<file path="src/rtl/rename_pkg.sv">
// Shared rename-stage types: ROB tag and architectural register index.
// Also used by the rename value buffer and the ROB.
package rename_pkg;

  localparam int ROB   = 2;
  localparam int RIDX  = 4;
  localparam int REGS  = 32;
  localparam int ROB_W = ROB + 1;
  localparam int REG_W = RIDX + 1;

  typedef logic [ROB_W-1:0] rob_tag_t;
  typedef logic [REG_W-1:0] reg_idx_t;

endpackage

</file>
<file path="src/rtl/rst_entry.sv">
// One alias-table entry: busy flag plus ROB tag of the youngest in-flight writer.
// Priority is flush over rename (set) over tag-matched commit (clear).
module rst_entry
  import rename_pkg::*;
(
  input  logic     clk,
  input  logic     resetn,
  input  logic     flush,
  input  logic     set,
  input  rob_tag_t set_tag,
  input  logic     clr,
  input  rob_tag_t clr_tag,
  output logic     busy,
  output rob_tag_t tag
);

  // Flush leaves the tag alone; only busy is dropped
  always_ff @(posedge clk or negedge resetn) begin
    if (!resetn) begin
      busy <= 1'b0;
      tag  <= '0;
    end else if (flush) begin
      busy <= 1'b0;
    end else if (set) begin
      busy <= 1'b1;
      tag  <= set_tag;
    end else if (clr && (tag == clr_tag)) begin
      busy <= 1'b0;
    end
  end

endmodule

</file>
<file path="src/rtl/register_status_table.sv">
// Rename-stage alias table: per-register busy bit and producer ROB tag,
// with zero-latency source lookups from pre-edge state.
module register_status_table
  import rename_pkg::*;
(
  input  logic     clk,
  input  logic     resetn,
  input  reg_idx_t rs1,
  input  reg_idx_t rs2,
  input  reg_idx_t rd,
  input  logic     renameEn,
  input  rob_tag_t robAlloc,
  input  logic     wcommit,
  input  reg_idx_t commitRd,
  input  rob_tag_t ROBcommit,
  input  logic     flush,
  output logic     busy1,
  output logic     busy2,
  output rob_tag_t rob1,
  output rob_tag_t rob2
);

  logic [REGS-1:0] busy_vec;
  rob_tag_t        tag_vec [REGS];

  // x0 has no storage; it reads as permanently idle with tag 0
  assign busy_vec[0] = 1'b0;
  assign tag_vec[0]  = '0;

  for (genvar i = 1; i < REGS; i++) begin : g_entry
    logic rename_hit;
    logic commit_hit;

    assign rename_hit = renameEn && (rd == reg_idx_t'(i));
    assign commit_hit = wcommit && (commitRd == reg_idx_t'(i));

    rst_entry u_entry (
      .clk     (clk),
      .resetn  (resetn),
      .flush   (flush),
      .set     (rename_hit),
      .set_tag (robAlloc),
      .clr     (commit_hit),
      .clr_tag (ROBcommit),
      .busy    (busy_vec[i]),
      .tag     (tag_vec[i])
    );
  end

  // No bypass of same-cycle rename or commit: lookups see registered state only
  always_comb begin
    busy1 = busy_vec[rs1];
    rob1  = tag_vec[rs1];
    busy2 = busy_vec[rs2];
    rob2  = tag_vec[rs2];
  end

endmodule

</file>
<file path="config.mk">
export PLATFORM = sky130hd
export DESIGN_NAME = register_status_table
export DESIGN_NICKNAME = d
export VERILOG_FILES = /design/src/rtl/rename_pkg.sv /design/src/rtl/rst_entry.sv /design/src/rtl/register_status_table.sv
export SDC_FILE = /design/constraint.sdc
export NUM_CORES = 1
export LEC_CHECK = 0
export ABC_AREA = 1
export CAP_MARGIN = 30
export CORE_UTILIZATION = 50
export CTS_CLUSTER_DIAMETER = 200
export DETAILED_ROUTE_END_ITERATION = 6
export GPL_TIMING_DRIVEN = 0
export HOLD_SLACK_MARGIN = 0.05
export PLACE_DENSITY = 0.68
export SLEW_MARGIN = 0
export SYNTH_ARGS = -nofsm -noshare
export SYNTH_HDL_FRONTEND = slang
export SYNTH_SLANG_ARGS = --single-unit
</file>
<file path="constraint.sdc">
create_clock -name clk -period 1.69 [get_ports clk]
set_clock_uncertainty 0.15 [all_clocks]
set_input_delay 0.169 -clock clk [delete_from_list [all_inputs] [get_ports clk]]
set_output_delay 0.169 -clock clk [all_outputs]
set_load 0.02 [all_outputs]
</file>
# Word level (Yosys, flattened, before mapping)
# Cells that the tools add are included.
op_classes:
  bitwise_logic: 3
  n_reduce_logical: 155
  n_eq_ne: 93
  mux: 103
  order_cmp: 4
ops:
  columns: ["operator", "count"]
  rows:
  - ["$eq 5x5->1 const B", 32]
  - ["$mux 1", 95]
  - ["$eq 3x3->1", 31]
  - ["$logic_and 1x1->1", 93]
  - ["$reduce_bool 3->1", 31]
  - ["$eq 5x4->1 const B", 16]
  - ["$reduce_and 2->1", 31]
  - ["$eq 5x3->1 const B", 8]
  - ["$bmux 3 s5", 2]
  - ["$eq 5x2->1 const B", 4]
  - ["$ge 6x6->1 const B", 2]
  - ["$lt 5x6->1 const B", 2]
  - ["$mux 3", 4]
  - ["$not 5->6", 2]
  - ["$bmux 1 s5", 2]
  - ["$eq 5x1->1 const B", 2]
  - ["$not 1->1", 1]
totals:
  reg_bits: 124
  input_bits: 31
  out_inout_bits: 8
  word_cells: 420

# Logic depth before layout (Yosys ltp)
depth:
  ltp_word: 6
  ltp_mapped: 10

# By module
# A second synthesis with hierarchy kept.
unflattened:
  hier_cells: 1771
  area_unflattened_um2: 9928.3
by_module_without_submodules:
  columns: ["module", "cells_each", "seq_area_each_um2", "n_inst", "area_each_um2"]
  rows:
  - ["rst_entry", 33, 100.1, 31, 215.2]
  - ["register_status_table", 748, 0.0, 1, 3256.9]

# Worst setup path after synthesis
# OpenSTA, ideal clock, no wires.
synth_timing:
  path_kind: "input to output"
  start: "input rs2[1]"
  end: "output rob2[0]"
  setup_slack_ns: 0.256
  t_arrival_ns: 1.115
  required_time_ns: 1.371
  stages: 8
  cell_sequence: "buf_2 > nor2_2 > buf_2 > a21oi_1 > nand3_1 > nand3_1 > nand3_1 > nand2_1"
synth_between:
  elab_chain_len: 4
synth_rtl:
  columns: ["item", "line_no", "text"]
  rows:
  - ["start, declared", "register_status_table.sv:9", "input reg_idx_t rs2,"]
  - ["$not 5->6 (not written as such)", "register_status_table.sv:55", "rob2 = tag_vec[rs2];"]
  - ["$bmux 3 s5", "register_status_table.sv:55", null]
  - ["$mux 3 (not written as such) (2 in a row)", "register_status_table.sv:55", null]
  - ["end, declared", "register_status_table.sv:20", "output rob_tag_t rob2"]
# No other way between the ends. The select of a mux whose other input is x is not followed.

# Final worst setup path
layout_timing:
  start: "register g_entry[12].u_entry.tag[2]"
  end: "output rob1[2]"
layout_between:
  elab_chain_len: 3
layout_rtl:
  columns: ["item", "line_no", "text"]
  rows:
  - ["start, declared", "rst_entry.sv:14", "output rob_tag_t tag"]
  - ["start signal, assigned", "rst_entry.sv:26", "tag <= set_tag;"]
  - ["$bmux 3 s5", "register_status_table.sv:53", "rob1 = tag_vec[rs1];"]
  - ["$mux 3 (not written as such) (2 in a row)", "register_status_table.sv:53", null]
  - ["end, declared", "register_status_table.sv:19", "output rob_tag_t rob1,"]
# No other way between the ends. The select of a mux whose other input is x is not followed.

==> results.md <==
* PortBufs at 31
* Clock root buffer: clkbuf_16
* Number of synthesized flops with an enable pin at 0
* Die area at 17,800 um^2
* Grt met2 use at 65.4%
* YS warnings at 0
* Clock power share at 37.7%
* Met1 Usage GRT at 59.7%
* Dpl hpwl at 28,600 um
* CP top delay family: simple AND/OR/NAND/NOR gates
* Failing checks: setup timing
* Ant. Diodes at 0
* Die H at 133 um
* Layout cell share with drive strength beyond 1 at 19.2%
* Post-Route WL at 40,100 um
* Power share of the combinational group at 25.3%
* Final hold vios at 0
* Crit path DAT at 1.74 ns
* Crit Path Class: flip-flop to primary output
* Worst-Skew Late Latency at 0.45 ns
* Initial antenna violation count at 0
* Core area at 16,700 um^2
* Worst setup path startpoint: g_entry[12].u_entry.tag[2]
* Post-synth net total at 1,386
* WHS at 0.0588 ns
* Sw power at 3570 uW
* Total gr overflow at 0
* Post-synth top cells: nand2_1 (500), nand3_1 (235), dfrtp_1 (124)
* Crit Path Max Fanout at 2
* Die width at 133 um
* DRT Pass-1 Iters at 7
* PnR worst setup slack at -0.368 ns
* Gpl congestion at 1.06
* Number of max-cap violations at 0
* Initial Util at 51.6%
* Fin nets at 1,486
* Peak VDD IR at 819 uV
* Status: finished, violations left
* Clock Pin Slew Worst Setup and Hold Paths at 0.06 ns
* Final setup fails at 8
* Global-route wire length before repair at 58,300 um
* RSZ-0062 raised after global routing: true
* Largest net degree at the start of global routing at 79
* FP Rows at 47
* IO Pins at 39
* Critical path buffers and inverters at 2
* Hold Crit Class: input pin to async pin
* Synth cell types at 30
* Yosys reg bits at 124
* Vias per inst at 6.03
* Worst path max stage delay at 0.40 ns
* Slew HR at 35.5%
* Period minus WS final at 2.06 ns
* Crit path launch type: flip-flop
* Post-synthesis sequential area ratio at 36.0%
* Dpl cells at 1,607
* Worst R2R Setup Slack at 0.11 ns
* Crit path cell chain: buf_4 -> nand2_2 -> nand3_2 -> nand3_4 -> nand2_4 -> nand2_1 -> nand2_1 -> nand2_1 -> nand2_1 -> buf_6
* Area share of the largest cell type after synthesis at 36.0%
* Cells after Synth at 1,355
* CP Depth at 10
* CP max-delay cell: dfrtp_1
* P_leak at 0.00504 uW
* Clock Sinks at 124
* Slew at the pin closest to its max-slew limit at 0.967 ns
* CTS Buf Count at 17
* Crit Reg-Reg Endpoint: g_entry[12].u_entry.busy
* Req. time, crit path at 1.37 ns
* Area growth syn-to-layout at 24.6%
* Tcrit/Tclk final at 122%
* Area leader, netlist: dfrtp_1
* WL per Instance at 23.8 um
* Post-synthesis average cell area at 6.36 um^2
* Vias at 10,174
* Seq. cell area at 3110 um^2
* Pint at 6300 uW
* Reg2reg start: g_entry[12].u_entry.tag[1]
* TritonCTS clock tree: yes
* Total Power at 9870 uW
* Worst setup path end: rob1[2]
* Fin cells at 1,688
* Area of the multi-input gates at 5140 um^2
* Grt peak-use layer: met2
* Sequential Power Share at 37.0%
* DRT iter0 DRCs at 1,625
* Slew Limit Fails at 0
* Synthesized area at 8620 um^2
* Synth async-reset ratio at 100%
* Most common cell in the netlist: nand2_1
* P per Cell Area at 919 nW/um^2
* Clock Tree Buf Depth at 2
* Crit end category: primary output
* Synth area leaders: dfrtp_1 (36%), nand2_1 (22%), nand3_1 (14%)
* Remaining DRCs at 0
* Filler Cell Count at 1,575
* All-Layer GR Usage at 45.9%
* CP most frequent cell: nand2_1
* Sw Ratio at 36.1%
* Top_reg_cell synth: dfrtp_1
* Vias in the first global route at 9,200
* GR Layer Usage met3 at 16.1%
* R2r worst-path depth at 7
* Antenna-violating nets left at 0
* H-tree depth at 4
* Highest clock rate at 486 MHz
==> worst reg2reg max path, delay by kind of cell, from the launching register on <==
| kind | cells | cell delay (ns) |
|---|---|---|
| flip-flops | 1 | 0.40 |
| buffers and inverters | 3 | 0.39 |
| AO/OA/AOI/OAI | 1 | 0.20 |
| AND/OR/NAND/NOR | 2 | 0.17 |
| XOR/XNOR | 1 | 0.16 |
==> timing repair <==
item / in CTS / in global routing
endpoints found under the hold margin: 124 / 0
buffers inserted: 22 / 26
resized for setup: 147 / 96
pin swaps: 25 / 26
hold buffers: 1 / 0
setup endpoints to repair: 112 / 49
==> worst min-delay path by stage <==
stage,end,depth (start not counted)
6_report,g_entry[6].u_entry.busy,2
5_1_grt,g_entry[6].u_entry.busy,2
4_1_cts,g_entry[6].u_entry.busy,2
3_5_place_dp,g_entry[6].u_entry.busy,1
3_3_place_gp,g_entry[7].u_entry.tag[2],2
2_1_floorplan,g_entry[10].u_entry.busy,0
==> kinds of logic after synthesis <==
family,Yosys count,synth area share (%)
xor gates and xnor gates,44,4.47
AOI/OAI and AO/OA,164,9.74
DFF,124,36.0
and+or+nand+nor,833,40.7
buffers and inverters,190,9.12
==> area by class of cell <==
| type | instances | area share (%) |
|---|---|---|
| inverters | 118 | 4.19 |
| clock inverters | 14 | 1.25 |
| multi-input cells | 1041 | 47.9 |
| flip-flops and latches | 124 | 29.0 |
| repair buffers | 81 | 6.80 |
| clock buffers | 18 | 4.09 |
| well taps | 220 | 2.56 |
| plain buffers | 72 | 4.26 |
==> registers in the layout, summed over array words and instances (netlist names) <==
name                  flops
g_entry.u_entry.tag      93
g_entry.u_entry.busy     31
==> layer usage <==
| layer | vias to the layer above | wire (um) |
|---|---|---|
| li1 | 4570 | - |
| met3 | 199 | 5730 |
| met4 | 0 | 2590 |
| met5 | - | 0 |
| met1 | 4638 | 15200 |
| met2 | 767 | 16600 |
==> through the flow <==
stage	instance area, um^2	setup WS, ns	TNS (ns)	util, %
3_5_place_dp	9230	-1.44	-75.47	55.3
2_1_floorplan	8620	0.256	0	-
4_1_cts	10300	-0.311	-2.33	61.5
5_1_grt	10700	-0.392	-3.02	64.3
3_3_place_gp	9200	-4.72	-659.00	55.1
6_report	10700	-0.368	-2.48	64.3
==> power groups by stage <==
stage	Clock (uW)	Combinational [uW]	Sequential [uW]
after floorplan	0	1300	3560
after global placement	0	1950	3690
after detailed placement	0	1990	3690
after CTS	3680	2200	3620
after global routing	3790	2690	3670
final	3720	2500	3650
==> cells in the final DEF, fill, tap and decap left out, types with 3 or more instances in the layout <==
cell | synthesis | layout
a21oi_2 | 0 | 3
clkbuf_1 | 24 | 10
inv_1 | 114 | 98
xor2_1 | 9 | 9
nand3_1 | 235 | 190
inv_6 | 0 | 5
o22ai_1 | 6 | 6
clkinvlp_4 | 0 | 5
a21oi_1 | 36 | 33
nand3_2 | 0 | 41
nand4_1 | 9 | 9
nand2_2 | 2 | 34
o21ai_1 | 4 | 4
nor2_2 | 2 | 7
nor2_4 | 1 | 3
buf_6 | 1 | 20
o21ai_0 | 114 | 114
buf_4 | 6 | 53
clkdlybuf4s50_1 | 0 | 19
inv_2 | 3 | 17
xnor2_1 | 35 | 35
nand2_1 | 500 | 465
nor2_1 | 60 | 53
nor3_1 | 17 | 16
inv_4 | 0 | 3
nand2_4 | 0 | 3
dfrtp_1 | 124 | 116
or2_4 | 0 | 4
clkbuf_4 | 0 | 6
nand3_4 | 0 | 4
dfrtp_2 | 0 | 8
clkbuf_16 | 0 | 17
clkbuf_2 | 0 | 12
buf_2 | 34 | 25
Note: power is estimated with default switching activity, not from simulation.
